File: src/rtl/rollover_monitor.sv
// Rollover interval monitor: measures cycles between transitions of an upstream
// counter MSB, flags early/late transitions and counts correct intervals.
module rollover_monitor #(
  parameter int unsigned HALF_PERIOD = 32768,
  parameter int unsigned CW          = 16
) (
  input  logic          i_clk,
  input  logic          i_reset_n,
  input  logic          i_rollover,
  input  logic          i_clear,
  output logic          o_edge,
  output logic          o_locked,
  output logic          o_err_early,
  output logic          o_err_late,
  output logic [CW-1:0] o_interval,
  output logic [7:0]    o_periods
);

  typedef enum logic [1:0] {IDLE, TRACK, ERROR} state_t;

  localparam logic [CW-1:0] HP  = CW'(HALF_PERIOD);
  localparam logic [CW-1:0] ONE = CW'(1);
  localparam logic [CW-1:0] SAT = '1;

  state_t        state, state_nx;
  logic [1:0]    rst_sync;
  logic          rst_int_n;
  logic          r_last, r_primed;
  logic [CW-1:0] r_since, since_nx;
  logic          transition;
  logic          primed_nx, edge_nx, locked_nx, early_nx, late_nx;
  logic [CW-1:0] interval_nx;
  logic [7:0]    periods_nx;

  // Reset asserts asynchronously but releases only on a clock edge.
  always_ff @(posedge i_clk or negedge i_reset_n) begin
    if (!i_reset_n) rst_sync <= '0;
    else            rst_sync <= {rst_sync[0], 1'b1};
  end
  assign rst_int_n = rst_sync[1];

  assign transition = r_primed && (i_rollover != r_last);

  always_ff @(posedge i_clk or negedge rst_int_n) begin
    if (!rst_int_n) begin
      state       <= IDLE;
      r_last      <= 1'b0;
      r_primed    <= 1'b0;
      r_since     <= '0;
      o_edge      <= 1'b0;
      o_locked    <= 1'b0;
      o_err_early <= 1'b0;
      o_err_late  <= 1'b0;
      o_interval  <= '0;
      o_periods   <= '0;
    end else begin
      state       <= state_nx;
      r_last      <= i_rollover;
      r_primed    <= primed_nx;
      r_since     <= since_nx;
      o_edge      <= edge_nx;
      o_locked    <= locked_nx;
      o_err_early <= early_nx;
      o_err_late  <= late_nx;
      o_interval  <= interval_nx;
      o_periods   <= periods_nx;
    end
  end

  always_comb begin
    state_nx    = state;
    primed_nx   = 1'b1;
    since_nx    = r_since;
    edge_nx     = 1'b0;
    locked_nx   = o_locked;
    early_nx    = o_err_early;
    late_nx     = o_err_late;
    interval_nx = o_interval;
    periods_nx  = o_periods;
    if (i_clear) begin
      // Clear wins over a coincident transition, so no edge pulse either.
      state_nx   = IDLE;
      primed_nx  = 1'b0;
      since_nx   = '0;
      locked_nx  = 1'b0;
      early_nx   = 1'b0;
      late_nx    = 1'b0;
      periods_nx = '0;
    end else begin
      case (state)
        IDLE: begin
          if (transition) begin
            state_nx = TRACK;
            since_nx = ONE;
            edge_nx  = 1'b1;
          end
        end
        TRACK: begin
          if (transition) begin
            edge_nx  = 1'b1;
            since_nx = ONE;
            if (r_since == HP) begin
              interval_nx = HP;
              locked_nx   = 1'b1;
              if (o_periods != 8'hFF) periods_nx = o_periods + 8'd1;
            end else begin
              state_nx    = ERROR;
              early_nx    = 1'b1;
              interval_nx = r_since;
              locked_nx   = 1'b0;
            end
          end else if (r_since == HP) begin
            state_nx  = ERROR;
            late_nx   = 1'b1;
            locked_nx = 1'b0;
          end else if (r_since != SAT) begin
            since_nx = r_since + ONE;
          end
        end
        ERROR: begin
          if (transition) edge_nx = 1'b1;
        end
        default: state_nx = IDLE;
      endcase
    end
  end

endmodule

File: config.mk
export PLATFORM = sky130hd
export DESIGN_NAME = rollover_monitor
export DESIGN_NICKNAME = d
export VERILOG_FILES = /design/src/rtl/rollover_monitor.sv
export SDC_FILE = /design/constraint.sdc
export NUM_CORES = 1
export LEC_CHECK = 0
export ABC_CLOCK_PERIOD_IN_PS = 2510
export CORE_ASPECT_RATIO = 2
export CORE_UTILIZATION = 50
export CTS_BUF_LIST = sky130_fd_sc_hd__clkbuf_8
export DETAILED_ROUTE_END_ITERATION = 16
export PLACE_DENSITY = 0.74
export SLEW_MARGIN = 30
export SYNTH_ARGS = -nofsm -noshare
export SYNTH_HDL_FRONTEND = slang
export SYNTH_SLANG_ARGS = --single-unit
File: constraint.sdc
create_clock -name i_clk -period 2.51 [get_ports i_clk]
set_input_delay 0.6275 -clock i_clk [delete_from_list [all_inputs] [get_ports i_clk]]
set_output_delay 0.6275 -clock i_clk [all_outputs]
set_load 0.005 [all_outputs]
Word level (Yosys, flattened, before mapping)
Index checks and enable logic that the tools add are counted.
W data, S select, Z words.
Storage, ports and cells
  input port bits: 4
  register bits after elaboration: 50
  logic and storage cells: 79
Operators by class
  $add $sub $neg: 2
  bitwise logic cells: 1
  reductions and logical operators: 16
  eq/ne operators: 14
  mux-type cells: 35
Operator list (number)
  $mux W16: 6
  $mux W8: 5
  $pmux W16 S2: 1
  $mux W1: 17
  $add A16 B1 Y16 const B: 1
  $eq A16 B16 Y1 const B: 1
  $ne A16 B16 Y1 const B: 1
  $ne A4 B4 Y1 const B: 4
  $reduce_and A4 Y1: 3
  $mux W2: 5
  $reduce_and A3 Y1: 3
  $add A8 B1 Y8 const B: 1
  $ne A8 B8 Y1 const B: 1
  $reduce_bool A2 Y1: 4
  $ne A2 B2 Y1 const B: 3
  $pmux W2 S3: 1
  $reduce_bool A3 Y1: 2
  $ne A3 B3 Y1 const B: 1
  $reduce_or A3 Y1: 1
  $eq A2 B1 Y1 const B: 1
  $eq A2 B2 Y1 const B: 1
  $logic_not A2 Y1: 1
  $reduce_and A2 Y1: 1
  $logic_and A1 B1 Y1: 1
  2 further kinds: 2

Logic depth before layout (Yosys ltp)
  word-level depth: 6
  gate-level depth with buffers: 8
  depth with buffers taken out: 7

Worst setup path after synthesis
Ideal clock, no wire load.
  path kind: register to register
  start: reg r_since[0]
  end: reg o_periods[1]
  data arrival time: 1.738 ns
  buffers on the path: 1
  stages on the path, launching flop included: 9
  setup time: 0.132 ns
  slack: 0.640 ns
  period minus slack after synthesis: 1.870 ns
  cell sequence: dfrtp_1 -> inv_1 -> ha_1 -> nor3b_1 -> nand4_2 -> buf_6 -> nor3_2 -> mux2i_1 -> nor2_1
On the way
  longest elaborated chain between the ends: 3
RTL lines
  start, declared: line 29  | logic [CW-1:0] r_since, since_nx;
  start signal, assigned: line 60  | r_since <= since_nx;
  $eq A16 B16 Y1: line 102  | if (r_since == HP) begin
  $reduce_bool A2 Y1 (no source line)
  $reduce_and A4 Y1 (no source line)
  end signal, assigned: line 66  | o_periods <= periods_nx;
  end, declared: line 16  | output logic [7:0] o_periods
Every way passes these cells.
A chain may end at the register's enable or synchronous reset.

Worst setup path in the final report
  start: reg r_since[0]
  end: reg r_since[13]
On the way
  longest elaborated chain between the ends: 6
RTL lines
  $add A16 B1 Y16: line 117  | since_nx = r_since + ONE;
  $mux W16: line 116  | end else if (r_since != SAT) begin
  $mux W16: line 112  | end else if (r_since == HP) begin
  $mux W16: line 99  | if (transition) begin
  $pmux W16 S2: line 90  | case (state)
  $mux W16: line 80  | if (i_clear) begin
Parallel ways exist; a longest one is shown, timed or not. The select of a mux whose other input is x is not followed.

==> results.toml <==
[sta]
worstMarginPinSlew_ns = 0.666
min_period_over_period = 0.925
slew_headroom = 0.551
finalHoldViolCount = 0
period_needed_ns = 2.32
worst_slack_ns = 0.188
setup_violations = 0
worst_hold_slack_ns = 0.240
rsz0062_at_grt = "false"
tns_ns = 0
fmax_mhz = 431
report.final.slew_viol_count = 0
skew_ns = 0.00958

[yosys]
synth-seq-cells = 50
synth_area_um2 = 2630
synth_edf_count = 0
syn_avg_cell_area_um2 = 11.0
synth_flop_cell = "dfrtp_1"
synthArstFlopShare = 1.00
ys_types = 60
syn_inst = 239
syn_nets = 246
ys_seq_area_frac = 0.476
ys.warnings.count = 0

[die]
core_um2 = 5090
rows = 37
die_x_um = 53.3
io_pins = 32
start_util = 0.517
die_area_um2 = 5570
die_y_um = 105

[final_layout]
fin_nets = 292
syn_to_final_growth_pct = 20.8
final_cell_mix = "dfrtp_1, clkdlybuf4s50_1, nand2_1, buf_4, nor2_1"
finalCoreUtilization = 0.624
num_antenna_cells = 0
layout.cells.non_filler = 344
final_common_cell = "dfrtp_1"
layout-drive-gt1-share = 0.192
final_cell_area_um2 = 3180

[worst_setup_path]
path_class = "flip-flop to flip-flop"
start_kind = "flip-flop"
worstPathArrival_ns = 2.52
required_ns = 2.71
cp_max_fo = 9
crit_path_end_kind = "flip-flop"

[power]
p_leak_nw = 1.36
ir_drop_mv = 0.437
p_total_mw = 1.54
power_density_nw_per_um2 = 486

[routing]
wl_per_cell_um = 17.1
wl_um = 5870
route.vias.total = 2028
vias_per_cell = 5.90
drc = 0
dr.first_iter.drc_count = 46
firstDrtPassIters = 4
drtAntennaViolNets = 0

[place]
hpwl_um = 4420
place.port_buffers = 31
dpl-instance-area_um2 = 3080
post-place-ws_ns = -0.0143
gp_congestion = 0.862
dp_cells = 336

[grt]
grt_use_total = 0.238
grt_max_degree = 27
grt_remaining_overflow = 0
grt_pass1_wl_um = 9590
grt_pass1_vias = 1968
grt_antenna_before_repair = 0

[clock_tree]
cts_tree = "built"
post_cts_buffers = 0
cts-buffers-inserted = 5
clockBufferDepth = 2
htreeDepth = 2
clkTransAtPathRegs_ns = 0.09
insertion_delay_ns = 0.32
cts_root_buf = "clkbuf_8"
cts_sinks = 50
ctsResizeCount = 0
cts_hold_buffers = 0

[job]
maxCapViolCount = 0

[min_path]
hp-class = "flip-flop to async pin"

[run_status]
outcome = "finished, final reports clean"
-- worst paths after layout --
path                        startpoint           to  slack (ns)  depth (start not counted)
min in group i_clk         rst_sync[0]  rst_sync[1]        0.36                          0
min reg2reg                rst_sync[1]   r_since[4]        0.24                          0
min                        rst_sync[1]   r_since[4]        0.24                          0
max in group asynchronous  rst_sync[1]   r_since[8]        1.54                          1
max reg2reg                 r_since[0]  r_since[13]        0.19                          7
max                         r_since[0]  r_since[13]        0.19                          7
-- layer usage --
| layer | share of wire | vias up | track usage |
|---|---|---|---|
| met4 | 0.022 | 0 | 0.0921 |
| li1 | - | 974 | - |
| met1 | 0.38 | 992 | 0.261 |
| met3 | 0.038 | 12 | 0.0480 |
| met5 | 0 | - | 0 |
| met2 | 0.56 | 50 | 0.422 |
-- registers in the layout, summed over array words and instances, names as in the netlist --
| register | cells |
|---|---|
| o_interval | 16 |
| r_since | 16 |
| o_periods | 8 |
| rst_sync | 2 |
| state | 2 |
| o_edge | 1 |
| o_err_early | 1 |
| o_err_late | 1 |
| o_locked | 1 |
| r_last | 1 |
| r_primed | 1 |
-- logic make-up after synthesis --
| kind of cell | synth area share |
|---|---|
| AND/OR/NAND/NOR | 0.253 |
| flip-flops | 0.476 |
| AO/OA/AOI/OAI | 0.130 |
| buffers and inverters | 0.0338 |
| multiplexers | 0.0618 |
| XOR/XNOR | 0.0304 |
| adder cells (fa/ha/maj) | 0.0143 |
| other | 0.00143 |
-- power by group --
| part | leakage [nW] | switching, mW | internal [mW] |
|---|---|---|---|
| clock | 0.0472 | 0.272 | 0.222 |
| combinational | 0.632 | 0.102 | 0.0858 |
| sequential | 0.684 | 0.0309 | 0.832 |
-- worst max-delay path: stages (launching register included) --
cell     delay (ns)
dfrtp_1        0.45
inv_1          0.10
ha_1           0.21
nor3b_1        0.15
and4_1         0.34
o21ai_0        0.60
nand4_1        0.21
mux2i_1        0.16
-- synthesized netlist by cell type (3+ instances only) --
library cell / number / share of area
a211o_1: 3 / 0.010
a21oi_1: 9 / 0.017
a31oi_1: 6 / 0.014
and2_1: 3 / 0.0071
and4_1: 3 / 0.010
clkbuf_1: 3 / 0.0043
dfrtp_1: 50 / 0.48
ha_1: 3 / 0.014
inv_1: 10 / 0.014
mux2_2: 8 / 0.034
mux2i_1: 5 / 0.019
nand2_1: 26 / 0.037
nand2b_1: 4 / 0.0095
nand3_1: 12 / 0.023
nand4_1: 3 / 0.0071
nand4_2: 3 / 0.014
nor2_1: 14 / 0.020
nor4_1: 3 / 0.0071
nor4_4: 4 / 0.032
o211ai_1: 3 / 0.0086
o21ai_0: 8 / 0.015
xnor2_1: 6 / 0.020
-- cell type report --
type | instances | area, µm²
tap | 58 | 72.6
fill | 453 | 1910
timing repair buffer | 47 | 430
clock buffer | 6 | 82.6
clock inverter | 2 | 12.5
inverter | 10 | 37.5
sequential | 50 | 1250
multi-input combinational | 171 | 1290
Power figures use the tool's default switching activity.
